## src/rtl/ssd_scan_ctl_if.sv

```systemverilog
// Digit inputs and segment/enable outputs of the seven-segment scan controller.
interface ssd_scan_ctl_if;
  logic [3:0] in0;
  logic [3:0] in1;
  logic [3:0] in2;
  logic [3:0] in3;
  logic       blank_en;
  logic [3:0] ssd_ctl;
  logic [7:0] display;
  logic       frame_tick;

  // Upstream side: supplies digits and reads back the display drive.
  modport master (
    output in0, in1, in2, in3, blank_en,
    input  ssd_ctl, display, frame_tick
  );

  // Scan controller side.
  modport slave (
    input  in0, in1, in2, in3, blank_en,
    output ssd_ctl, display, frame_tick
  );
endinterface

```

## src/rtl/ssd_scan_ctl.sv

```systemverilog
// Four-digit common-anode scan controller: per-frame digit snapshot, hex
// decode, optional leading-zero blanking, registered active-low outputs.
module ssd_scan_ctl #(
  parameter int SCAN_DIV = 4
) (
  input  logic           clk_out,
  input  logic           rst_n,
  ssd_scan_ctl_if.slave  bus
);

  localparam logic [15:0] CNT_MAX = 16'(SCAN_DIV - 1);

  logic [15:0]      cnt_q, cnt_d;
  logic [1:0]       sel_q, sel_d;
  logic [3:0][3:0]  snap_q, snap_d;
  logic [3:0]       ssd_ctl_q, ssd_ctl_d;
  logic [7:0]       display_q, display_d;
  logic             frame_tick_q, frame_tick_d;

  logic             wrap;
  logic             frame;
  logic [3:0]       blank_vec;
  logic [3:0]       cur_digit;

  // Active-low segments {a,b,c,d,e,f,g,dp}; dp is always off.
  function automatic logic [7:0] seg_decode(input logic [3:0] v);
    logic [7:0] s;
    case (v)
      4'h0: s = 8'h03;
      4'h1: s = 8'h9F;
      4'h2: s = 8'h25;
      4'h3: s = 8'h0D;
      4'h4: s = 8'h99;
      4'h5: s = 8'h49;
      4'h6: s = 8'h41;
      4'h7: s = 8'h1F;
      4'h8: s = 8'h01;
      4'h9: s = 8'h09;
      4'hA: s = 8'h11;
      4'hB: s = 8'hC1;
      4'hC: s = 8'h63;
      4'hD: s = 8'h85;
      4'hE: s = 8'h61;
      default: s = 8'h71;
    endcase
    return s;
  endfunction

  // Prescaler, digit select, frame snapshot and output drive for the next edge.
  always_comb begin
    wrap         = (cnt_q == CNT_MAX);
    frame        = wrap && (sel_q == 2'd3);
    cnt_d        = wrap ? 16'd0 : cnt_q + 16'd1;
    sel_d        = wrap ? sel_q + 2'd1 : sel_q;
    snap_d       = snap_q;
    frame_tick_d = frame;
    if (frame) begin
      snap_d = {bus.in3, bus.in2, bus.in1, bus.in0};
    end

    // Blanking looks only at the snapshot, so a mid-frame input change
    // cannot make a digit flicker on or off.
    blank_vec    = 4'b0000;
    blank_vec[3] = (snap_q[3] == 4'd0);
    blank_vec[2] = blank_vec[3] && (snap_q[2] == 4'd0);
    blank_vec[1] = blank_vec[2] && (snap_q[1] == 4'd0);
    if (!bus.blank_en) begin
      blank_vec = 4'b0000;
    end

    cur_digit = snap_q[sel_q];
    if (blank_vec[sel_q]) begin
      ssd_ctl_d = 4'b1111;
      display_d = 8'hFF;
    end else begin
      ssd_ctl_d = ~(4'b0001 << sel_q);
      display_d = seg_decode(cur_digit);
    end
  end

  // State and output registers; reset leaves the display dark.
  always_ff @(posedge clk_out or negedge rst_n) begin
    if (!rst_n) begin
      cnt_q        <= 16'd0;
      sel_q        <= 2'd0;
      snap_q       <= '0;
      ssd_ctl_q    <= 4'b1111;
      display_q    <= 8'hFF;
      frame_tick_q <= 1'b0;
    end else begin
      cnt_q        <= cnt_d;
      sel_q        <= sel_d;
      snap_q       <= snap_d;
      ssd_ctl_q    <= ssd_ctl_d;
      display_q    <= display_d;
      frame_tick_q <= frame_tick_d;
    end
  end

  assign bus.ssd_ctl    = ssd_ctl_q;
  assign bus.display    = display_q;
  assign bus.frame_tick = frame_tick_q;

endmodule

```

## src/flat_wrapper.sv

```systemverilog
// flat-port wrapper written by rule: the top's interface ports become plain ports
module ssd_scan_ctl_flat 
#(
  parameter int SCAN_DIV = 4
)
  (clk_out, rst_n, bus_in0, bus_in1, bus_in2, bus_in3, bus_blank_en, bus_ssd_ctl, bus_display, bus_frame_tick);
  ssd_scan_ctl_if bus_i ();
  input  logic clk_out;
  input  logic rst_n;
  input wire logic [$bits(bus_i.in0)-1:0] bus_in0;
  input wire logic [$bits(bus_i.in1)-1:0] bus_in1;
  input wire logic [$bits(bus_i.in2)-1:0] bus_in2;
  input wire logic [$bits(bus_i.in3)-1:0] bus_in3;
  input wire logic [$bits(bus_i.blank_en)-1:0] bus_blank_en;
  output wire logic [$bits(bus_i.ssd_ctl)-1:0] bus_ssd_ctl;
  output wire logic [$bits(bus_i.display)-1:0] bus_display;
  output wire logic [$bits(bus_i.frame_tick)-1:0] bus_frame_tick;
  assign bus_i.in0 = bus_in0;
  assign bus_i.in1 = bus_in1;
  assign bus_i.in2 = bus_in2;
  assign bus_i.in3 = bus_in3;
  assign bus_i.blank_en = bus_blank_en;
  assign bus_ssd_ctl = bus_i.ssd_ctl;
  assign bus_display = bus_i.display;
  assign bus_frame_tick = bus_i.frame_tick;
  ssd_scan_ctl #(.SCAN_DIV(SCAN_DIV)) u_core (.clk_out(clk_out), .rst_n(rst_n), .bus(bus_i));
endmodule
```

## config.mk

```make
export PLATFORM = sky130hd
export DESIGN_NAME = ssd_scan_ctl_flat
export DESIGN_NICKNAME = d
export VERILOG_FILES = /design/src/rtl/ssd_scan_ctl_if.sv /design/src/rtl/ssd_scan_ctl.sv /design/src/flat_wrapper.sv
export SDC_FILE = /design/constraint.sdc
export NUM_CORES = 1
export LEC_CHECK = 0
export CORE_MARGIN = 5
export CORE_UTILIZATION = 35
export CTS_CLUSTER_SIZE = 20
export DETAILED_ROUTE_END_ITERATION = 12
export PLACE_DENSITY = 0.55
export REMOVE_ABC_BUFFERS = 1
export SYNTH_ARGS = -nofsm -noshare
export SYNTH_HDL_FRONTEND = slang
export SYNTH_SLANG_ARGS = --single-unit
```

## constraint.sdc

```tcl
create_clock -name clk_out -period 2.35 [get_ports clk_out]
set_input_delay 0.47 -clock clk_out [delete_from_list [all_inputs] [get_ports clk_out]]
set_output_delay 0.47 -clock clk_out [all_outputs]
set_load 0.005 [all_outputs]
```

## Word level (Yosys, flattened, before mapping)

Memory sizes are Yosys's and may differ from the RTL's.
Cells that the tools add are included.

- Add/subtract/negate cells: 2
- Order comparisons: 1
- Equality and inequality tests: 2
- Shift operators: 1
- Multiplexer cells: 8
- Bitwise operators: 1
- Reductions and logical operators: 6

Operator list:

| cell | count |
|---|---|
| $add A16 B1 Y16 const B | 1 |
| $eq A16 B2 Y1 const B | 1 |
| $mux W16 | 1 |
| $logic_not A4 Y1 | 3 |
| $mux W4 | 3 |
| $bmux W4 S2 | 1 |
| $mux W8 | 1 |
| $not A4 Y4 | 1 |
| $shl A1 B2 Y4 const A | 1 |
| $logic_and A1 B1 Y1 | 3 |
| $lt A2 B3 Y1 const B | 1 |
| $add A2 B1 Y2 const B | 1 |
| $bmux W1 S2 | 1 |
| $eq A2 B2 Y1 const B | 1 |
| $mux W1 | 1 |

- Bits in registers: 47
- ROM bits: 112
- Output and inout bits: 13
- Word-level logic and storage cells: 31
- Memories: 1

Memory list:

| name | depth | bits a word | read ports | clocked after Yosys merged registers in | wr ports | line | source |
|---|---|---|---|---|---|---|---|
| (name not given) | 16 | 7 | 1 | 0 | 0 | ssd_scan_ctl.sv:28 | `case (v)` |

## Longest topological paths before layout

Gate-level depths: netlist of the first run.

- Depth in word-level cells: 7
- Mapped depth: 8

## Worst setup path before layout of the first run

Ideal clock, no wire load.

- Path kind: reg2reg
- From: register u_core.sel_q[0]
- To: register u_core.display_q[7] (netlist: u_core.bus.display[7])
- Arrival: 1795 ps
- Required time: 2271 ps
- Setup slack: 476 ps
- Cell stages (with the launch flop): 9
- Period minus slack after synthesis: 1874 ps
- Cells stage by stage: dfrtp_1 -> buf_4 -> mux4_2 -> inv_1 -> ha_1 -> inv_1 -> a311oi_1 -> a21oi_1 -> o21ai_0

- Word-level cells in the longest chain between the ends: 4

RTL lines:

| element | line | source |
|---|---|---|
| from (decl) | ssd_scan_ctl.sv:14 | `logic [1:0] sel_q, sel_d;` |
| from (signal assigned) | ssd_scan_ctl.sv:92 | `sel_q <= sel_d;` |
| $bmux W4 S2 | ssd_scan_ctl.sv:71 | `cur_digit = snap_q[sel_q];` |
| $mux W4 (not written as such) | ssd_scan_ctl.sv:71 |  |
| $mem_v2 Z16 W7 | - |  |
| $mux W8 * | ssd_scan_ctl.sv:72 | `if (blank_vec[sel_q]) begin` |
| via u_core.display_d[7] | ssd_scan_ctl.sv:17 | `logic [7:0] display_q, display_d;` |
| to (signal assigned) | ssd_scan_ctl.sv:95 | `display_q <= display_d;` |
| to (decl) | ssd_scan_ctl.sv:17 |  |

The timed path passes the listed nets; every way through them passes the cells marked *. The select of a mux whose other input is x is not followed.
A chain may end at the register's enable or synchronous reset.

## Worst setup path in the final report of the first run

Ends and elaborated chain as after synthesis.

==> metrics.txt, run 1 <==
Mapped Avg Cell Area=about 12 um2; Ant. Diodes=0; multi-input logic area=0.001061 mm2; number of max-cap violations=0; clk_lat worst skew=approximately 0.29 ns; Antenna Violating Nets Remaining=0; Iter 0 DRT Violations=45; Clock Pin Slew Worst Setup and Hold Paths=~0.090 ns; total CTS buffers=5; Die W=between 90 and 100 um; Setup TNS=0 ns; yosys warns=0; switching pwr=approximately 330 uW; element type at the critical path end=flop; drc violations=0; Post-CTS Setup Inserts=0; FF/Latch Area=around 0.0012 mm2; switching share of power=a little under a quarter; HP Class=in -> async; Distinct cells, synth=42; WL final=4.225 mm; count of final hold-check violations=0; CTS H-tree depth=2; DR vias/cell=4.764; VDD IR-drop max=approximately 0.00022 V; Initial Util=roughly 36%; Pre-Repair DR Iteration Count=4; Port Buffers=30; post-synthesis sequential area ratio=about half; root buffer cell=clkbuf_8; RSZ-0062 raised after global routing=no; critical path data required time=about 2.6 ns; post-synth top area cell=dfrtp_1; Clock Sink Count=46; Via Count=~1500; first-pass GRT wire length=between 7 and 8 mm; Synth async-reset ratio=100.0%; number of enable flip-flop cells after synthesis=0; Mapped Area=0.002330 mm2; DP Area=0.002741 mm2; FF+latch count, synth=46; fin worst setup slack=0.4407 ns; largest cells by area after synthesis=dfrtp_1 (38%), dfstp_2 (12%), mux2_4 (6.4%); Crit Path Class=reg -> reg; Total GRT Usage=approximately 11%; Mapped Cells=around 190; antenna violations before repair=0; deepest clock path buffer count=2; DIE AREA=0.008388 mm2; post-DP HPWL=approximately 3.2 mm; Pint=1.150 mW; LEAKAGE=roughly 1.2 nW; share of cells above drive strength 1=about 24%; Core ar.=roughly 0.0064 mm2; Critical Path Source Type=flop; PwrDens=523.5 mW/mm2; crit-path max FO=6; GPL Wtd Cong=between 0.8 and 0.9; Area growth, synth to finish=21.75%; num ports=32; filler cell count=around 600; Clock Skews=about 0.0055 ns; WP data arrival=2.13 ns; Slew Viols, Final=0; clock power share=between 30 and 40%; combinational power share=10.1%; post-synth top area share=between 30% and 40%; Seq pwr share=about 56%; pin count of the biggest net entering global routing=21; Cell Rows=29; Fmax=0.5238 GHz; Place WS=0.4819 ns; die span in y=between 90 and 100 um; wire per inst=13.67 um; vias in the first global route=roughly 1600; Net count, final=around 260; CTS tree=built; Remaining Overflow, GRT=0; post-route cell area=about 0.0028 mm2; Final period util=slightly above 80%; Post-CTS Hold Buffers=0; minimum clock period=approximately 1.9 ns; post_cts resized=0; top_reg_cell synth=dfrtp_1; count of final setup violators=0; outcome=completed
-- sequential cells by signal, summed over array words and instances (netlist names) --
register	cells
u_core.bus.display	7
u_core.sel_q	2
u_core.bus.frame_tick	1
u_core.bus.ssd_ctl	4
u_core.cnt_q	16
u_core.snap_q	16
-- layout make-up --
cell class / count / share of cell area [%]
clock buffers: 6 / 2.911
clock inverters: 2 / 0.4411
inverters: 11 / 1.456
multi-input cells: 126 / 37.41
flip-flops and latches: 46 / 41.07
well taps: 77 / 3.397
repair buffers: 41 / 13.32
-- cells in the mapped netlist (all sizes together), types with 2 or more instances --
| cell | count |
|---|---|
| nor4 | 5 |
| nor3 | 6 |
| xor2 | 5 |
| nand4 | 3 |
| mux2 | 18 |
| mux4 | 2 |
| dfstp | 11 |
| ha | 11 |
| inv | 11 |
| nand3 | 9 |
| buf | 6 |
| and2 | 2 |
| nor2 | 8 |
| o21ai | 5 |
| nand2 | 13 |
| a21oi | 4 |
| dfrtp | 35 |
| mux2i | 7 |
| xnor2 | 12 |
-- path summary, 6_finish.rpt --
path,from,endpoint,slack (ns),cells after the start
worst min-delay path,rst_n,u_core.snap_q[5],0.12,1
worst min register to register,u_core.cnt_q[15],u_core.cnt_q[15],0.47,1
worst max register to register,u_core.sel_q[0],u_core.bus.display[7],0.44,7
min in group clk_out,u_core.cnt_q[15],u_core.cnt_q[15],0.47,1
worst max-delay path,u_core.sel_q[0],u_core.bus.display[7],0.44,7
max in group asynchronous,rst_n,u_core.bus.ssd_ctl[3],1.59,2
-- power by group through the flow --
stage	sequential, mW	combinational [mW]	clock [mW]
5_1_grt	0.843	0.166	0.549
3_3_place_gp	0.854	0.152	0
3_5_place_dp	0.854	0.152	0
2_1_floorplan	0.850	0.0646	0
6_report	0.838	0.149	0.497
4_1_cts	0.839	0.153	0.521
-- through the flow --
stage	util, %	instances	power (mW)	hold slack, ns
floorplan	-	183	0.9150	0.1744
CTS	44.17	309	1.512	0.1329
global placement	42.68	301	1.005	0.4597
global route	44.17	309	1.558	0.1541
finish	44.17	309	1.485	0.1183
detailed placement	42.68	301	1.006	0.4610
-- cell families after synthesis --
group,count (synthesis),synth area share (%)
flip-flops,46,50.00
buffers and inverters,17,4.457
AO/OA/AOI/OAI,16,4.351
multiplexers,27,15.25
adder cells (fa/ha/maj),11,5.908
XOR/XNOR,17,6.391
AND/OR/NAND/NOR,54,13.48
other,1,0.1610
-- critical path, cell delays in order, from the launching register on --
cell      delay [ns]
dfrtp_1         0.41
mux4_2          0.59
inv_1           0.16
ha_1            0.21
inv_1           0.05
a311oi_1        0.20
a21oi_1         0.06
o21ai_0         0.15
-- cell usage in the layout, fill, tap and decap left out, types with 2 or more instances in the layout --
cell type and n:
a21oi_1 4, and2_1 2, buf_4 11, clkbuf_8 6
clkdlybuf4s50_1 29, dfrtp_1 35, dfstp_2 11, ha_1 11
inv_1 11, mux2_2 8, mux2_4 10, mux2i_1 7
mux4_2 2, nand2_1 12, nand3_1 9, nand4_1 3
nor2_1 8, nor3_1 6, nor4_1 3, nor4_2 2
o21ai_0 3, o21ai_1 2, xnor2_1 12, xor2_1 5
-- layer usage --
layer | GRT usage, % | routed length, um | vias to the layer above
li1 | - | - | 738
met1 | 15.70 | 2097 | 704
met2 | 16.98 | 1921 | 28
met3 | 1.983 | 163 | 2
met4 | 4.523 | 43 | 0
met5 | 0 | 0 | -
Power figures use the tool's default switching activity.
==> run 2: changes to the inputs <==
--- a/config.mk
+++ b/config.mk
@@ -9,7 +9,7 @@
 export CORE_UTILIZATION = 35
 export CTS_CLUSTER_SIZE = 20
 export DETAILED_ROUTE_END_ITERATION = 12
-export PLACE_DENSITY = 0.55
+export PLACE_DENSITY = 0.57
 export REMOVE_ABC_BUFFERS = 1
 export SYNTH_ARGS = -nofsm -noshare
 export SYNTH_HDL_FRONTEND = slang
==> constraint.sdc (replaced) <==
create_clock -name clk_out -period 1.75 [get_ports clk_out]
set_input_delay 0.35 -clock clk_out [delete_from_list [all_inputs] [get_ports clk_out]]
set_output_delay 0.35 -clock clk_out [all_outputs]
set_load 0.005 [all_outputs]
==> metrics.txt, run 2 (synthesis gave the netlist of run 1 again) <==
outcome=finished with violations (was completed); failing checks=setup timing; antenna violations before repair=0 (unchanged); Port Buffers=30 (unchanged); CP cell instances=mux4_2, inv_2, ha_1, nor2_2, a211o_1, nand3_1 (was mux4_2, inv_1, ha_1, inv_1, a311oi_1, a21oi_1, o21ai_0); DP Area=0.002912 mm2 (was 0.002741 mm2); Crit path largest cell delay=0.58 ns (was 0.59 ns); Clock Skews=0.007793 ns (was 0.005452 ns); Net count, final=285 (was 261); Crit Path Class=reg -> reg (unchanged); Antenna Violating Nets Remaining=0 (unchanged); hold path start=u_core.cnt_q[15]; r2r startpoint=u_core.sel_q[0] (unchanged); minimum clock period=1.780 ns (was 1.909 ns); count of final setup violators=4 (was 0); VDD IR-drop max=0.0002844 V (was 0.0002246 V); deepest clock path buffer count=2 (unchanged); Fmax=0.5620 GHz (was 0.5238 GHz); placed cell count=322 (was 301); HP Class=reg -> reg (was in -> async); Ant. Diodes=0 (unchanged); Post-Layout Cell Count=333 (was 309); RSZ-0062 raised after global routing=yes (was no); pin count of the biggest net entering global routing=21 (unchanged); Final period util=101.7% (was 81.25%); crit path launch=u_core.sel_q[0] (unchanged); Remaining Overflow, GRT=0 (unchanged); Place WS=-0.08176 ns (was 0.4819 ns); post-DP HPWL=3.354 mm (was 3.188 mm); Final Power=2.033 mW (was 1.485 mW); Pre-Repair DR Iteration Count=4 (unchanged); Die W=91.59 um (unchanged); die span in y=91.59 um (unchanged); Via Count=1560 (was 1472); DIE AREA=0.008388 mm2 (unchanged); CTS H-tree depth=2 (unchanged); root buffer cell=clkbuf_8 (unchanged); Total GRT Usage=11.39% (was 11.17%); most frequent cells in the layout=dfrtp_1 (34), buf_4 (33), clkdlybuf4s50_1 (29) (was dfrtp_1 (35), clkdlybuf4s50_1 (29), nand2_1 (12), xnor2_1 (12)); Clock Sink Count=46 (unchanged); Critical Path Source Type=flop (unchanged); slowest cell on the critical path=mux4_2 (unchanged); Initial Util=36.28% (unchanged); commonest non-fill, non-tap cell in the layout=dfrtp_1 (unchanged); fin worst setup slack=-0.02950 ns (was 0.4407 ns); drc violations=0 (unchanged); Core ar.=0.006422 mm2 (unchanged); WL final=4.545 mm (was 4.225 mm); Setup TNS=-0.08714 ns (was 0 ns); Hold Slack=0.4777 ns (was 0.1183 ns); Clock Pin Slew Worst Setup and Hold Paths=0.09 ns (about the same); critical path data required time=1.97 ns (was 2.57 ns); element type at the critical path end=flop (unchanged); Cell Rows=29 (unchanged); Slew Viols, Final=0 (unchanged); wire per inst=13.65 um (was 13.67 um); first-pass GRT wire length=7.679 mm (was 7.493 mm); total CTS buffers=5 (unchanged); vias in the first global route=1581 (was 1561); num ports=32 (unchanged); LEAKAGE=1.349 nW (was 1.247 nW); share of cells above drive strength 1=34.38% (was 24.14%); Final Util=47.96% (was 44.17%); Iter 0 DRT Violations=42 (was 45); WP data arrival=2.00 ns (was 2.13 ns); post-route cell area=0.003080 mm2 (was 0.002836 mm2); CTS tree=built (unchanged); clk_lat worst skew=0.30 ns (was 0.29 ns); count of final hold-check violations=0 (unchanged); PwrDens=659.8 mW/mm2 (was 523.5 mW/mm2); DR vias/cell=4.685 (was 4.764); number of max-cap violations=0 (unchanged); crit-path max FO=4 (was 6); GPL Wtd Cong=0.7929 (was 0.8033); Area growth, synth to finish=32.22% (was 21.75%)
-- run 2: final cells by class --
class	instances	area [um2]
Fill cell	592	3342
Timing Repair Buffer	65	573.1
Multi-Input combinational cell	126	1114
Sequential cell	46	1166
Inverter	11	41.29
Clock buffer	8	90.09
Tap cell	77	96.34
-- run 2: repair_timing --
action | CTS | global route
setup buffers | 1 | 1
endpoints found under the hold margin | 12 | 0
pin swaps | 1 | 1
resized for setup | 8 | 9
endpoints found under the setup margin | 5 | 26
hold buffers | 1 | 0
-- run 2: final timing paths --
path,to,slack [ns],cells after the start
setup / recovery,u_core.bus.display[6],-0.03,6
hold / removal,u_core.cnt_q[15],0.48,1
setup reg to reg,u_core.bus.display[6],-0.03,6
hold reg to reg,u_core.cnt_q[15],0.48,1
max in group asynchronous,u_core.bus.ssd_ctl[0],0.66,3
min in group asynchronous,u_core.snap_q[2],0.52,2
-- run 2: power by group --
part	internal, mW	switching, mW
clock	0.323	0.343
combinational	0.149	0.0941
sequential	1.11	0.0178
-- run 2: routing by layer --
layer  vias up  GRT usage (%)  routed length, um  part of all wire, %
met2        28          17.41               2107                   46
met4         0          4.523                 59                  1.3
met3         7          1.901                186                  4.1
met5         -              0                  0                    0
met1       733          16.07               2192                   48
li1        792              -                  -                    -
-- run 2: critical path, delay by kind of cell (launching register included) --
kind	cells	cell delay [ns]
muxes	1	0.58
DFF	1	0.41
adders and majority gates	1	0.26
and+or+nand+nor	2	0.22
buffers and inverters	1	0.13
AOI/OAI and AO/OA	1	0.11
==> run 3: changes to the inputs <==
--- a/config.mk
+++ b/config.mk
@@ -11,6 +11,7 @@
 export DETAILED_ROUTE_END_ITERATION = 12
 export PLACE_DENSITY = 0.57
 export REMOVE_ABC_BUFFERS = 1
+export SETUP_SLACK_MARGIN = 0.2
 export SYNTH_ARGS = -nofsm -noshare
 export SYNTH_HDL_FRONTEND = slang
 export SYNTH_SLANG_ARGS = --single-unit
==> metrics.txt, run 3 (synthesis gave the netlist of run 1 again) <==
outcome=finished with violations (unchanged); failing checks=setup timing (unchanged); Net count, final=292 (was 285); die span in y=91.59 um (unchanged); VDD IR-drop max=0.0002873 V (was 0.0002844 V); GPL Wtd Cong=0.7929 (unchanged); FF/Latch Area=0.001169 mm2 (was 0.001166 mm2); commonest non-fill, non-tap cell in the layout=buf_4 (was dfrtp_1); Via Count=1598 (was 1560); Ant. Diodes=0 (unchanged); Crit path largest cell delay=0.58 ns (about the same); Crit Path Class=reg -> reg (unchanged); multi-input logic area=0.001279 mm2 (was 0.001114 mm2); Clock Skews=0.009362 ns (was 0.007793 ns); fin worst setup slack=-0.01725 ns (was -0.02950 ns); deepest clock path buffer count=2 (unchanged); LEAKAGE=1.470 nW (was 1.349 nW); slowest cell on the critical path=mux4_2 (unchanged); DIE AREA=0.008388 mm2 (unchanged); Critical Path Source Type=flop (unchanged); Remaining Overflow, GRT=0 (unchanged); Total GRT Usage=12.37% (was 11.39%); num ports=32 (unchanged); Post-Layout Cell Count=340 (was 333); Antenna Violating Nets Remaining=0 (unchanged); first-pass GRT wire length=8.280 mm (was 7.679 mm); most frequent cells in the layout=buf_4 (35), dfrtp_1 (32), clkdlybuf4s50_1 (18) (was dfrtp_1 (34), buf_4 (33), clkdlybuf4s50_1 (29)); filler cell count=582 (was 592); Slew Viols, Final=0 (unchanged); PwrDens=618.3 mW/mm2 (was 659.8 mW/mm2); pin count of the biggest net entering global routing=21 (unchanged); element type at the critical path end=flop (unchanged); Cell Rows=29 (unchanged); minimum clock period=1.767 ns (was 1.780 ns); count of final setup violators=5 (was 4); critical path data required time=1.97 ns (about the same); root buffer cell=clkbuf_8 (unchanged); CTS tree=built (unchanged); total CTS buffers=5 (unchanged); placed cell count=322 (unchanged); share of cells above drive strength 1=43.35% (was 34.38%); Port Buffers=30 (unchanged); crit-path max FO=5 (was 4); CP cell instances=mux4_2, ha_2, or3b_1, o211ai_1 (was mux4_2, inv_2, ha_1, nor2_2, a211o_1, nand3_1); number of max-cap violations=0 (unchanged); Fmax=0.5659 GHz (was 0.5620 GHz); Area growth, synth to finish=41.78% (was 32.22%); antenna violations before repair=0 (unchanged); CTS H-tree depth=2 (unchanged); Core ar.=0.006422 mm2 (unchanged); Iter 0 DRT Violations=51 (was 42); count of final hold-check violations=0 (unchanged); clk_lat worst skew=0.30 ns (about the same); Clock Sink Count=46 (unchanged); WP data arrival=1.99 ns (was 2.00 ns); Clock Pin Slew Worst Setup and Hold Paths=0.09 ns (about the same); wire per inst=14.59 um (was 13.65 um); Die W=91.59 um (unchanged); Final Power=2.043 mW (was 2.033 mW); HP Class=reg -> reg (unchanged); vias in the first global route=1690 (was 1581); RSZ-0062 raised after global routing=yes (unchanged); drc violations=0 (unchanged); DR vias/cell=4.700 (was 4.685); Pre-Repair DR Iteration Count=4 (unchanged); WL final=4.962 mm (was 4.545 mm); post-DP HPWL=3.354 mm (unchanged); Initial Util=36.28% (unchanged); Final period util=101.0% (was 101.7%)
[run 3: changes by cell type in the layout (fill, tap and decap cells not counted), moves of 3 or more]
cell             change
buf_6                +3
clkdlybuf4s50_1     -11
mux2_2               -5
dlygate4sd2_1       +11
mux2_4               +5
nor3_1               -3
nor4_4               +3
[run 3: path summary, 6_finish.rpt]
kind | start | end | slack, ns | cells after the start
worst min-delay path | u_core.cnt_q[15] | u_core.cnt_q[15] | 0.50 | 1
worst min register to register | u_core.cnt_q[15] | u_core.cnt_q[15] | 0.50 | 1
worst max register to register | u_core.sel_q[0] | u_core.bus.display[5] | -0.02 | 4
min in group asynchronous | rst_n | u_core.snap_q[2] | 0.52 | 2
max in group asynchronous | rst_n | u_core.bus.display[6] | 0.66 | 3
worst max-delay path | u_core.sel_q[0] | u_core.bus.display[5] | -0.02 | 4
[run 3: power by group]
part           switching, mW  total (mW)  internal (mW)
clock network          0.351       0.674          0.323
registers             0.0198        1.13           1.11
logic                 0.0965       0.242          0.146
[run 3: layout make-up]
class                   instances  share of cell area [%]
clock buffers                   8                   2.727
inverters                      11                   1.250
multi-input cells             127                   38.71
flip-flops and latches         46                   35.38
well taps                      77                   2.917
repair buffers                 71                   19.02
[run 3: critical path: cells and delay by family (launching register included)]
kind | cells | cell delay (ns)
AND/OR/NAND/NOR | 1 | 0.35
flip-flops | 1 | 0.41
multiplexers | 1 | 0.58
AO/OA/AOI/OAI | 1 | 0.10
adder cells (fa/ha/maj) | 1 | 0.25
[run 3: repair_timing]
item	4_1_cts	5_1_grt
pin swaps	8	3
hold buffers	1	0
gates cloned	1	0
resized for setup	44	25
setup buffers	5	3
endpoints found under the setup margin	39	36
hold endpoints to repair	12	0
[run 3: through the flow]
step	hold WS, ns	setup TNS, ns	worst slack [ns]	util (%)	instance area [um2]
after floorplan	0.05441	-2.012	-0.2194	-	2267
after global placement	0.2839	-0.02798	-0.02798	45.33	2912
after detailed placement	0.2926	-0.1702	-0.08176	45.33	2912
after CTS	0.4823	-0.03460	-0.01459	49.25	3163
after global routing	0.5177	-0.5991	-0.1130	51.43	3303
final	0.5040	-0.06255	-0.01725	51.43	3303
[run 3: layer usage]
layer  vias to the layer above  global-route usage [%]  share of wire (%)
li1                        799                       -                  -
met1                       766                   16.59                 48
met2                        25                   20.21                 47
met3                         8                   1.901                3.4
met4                         0                   4.523                1.4
met5                         -                       0                  0
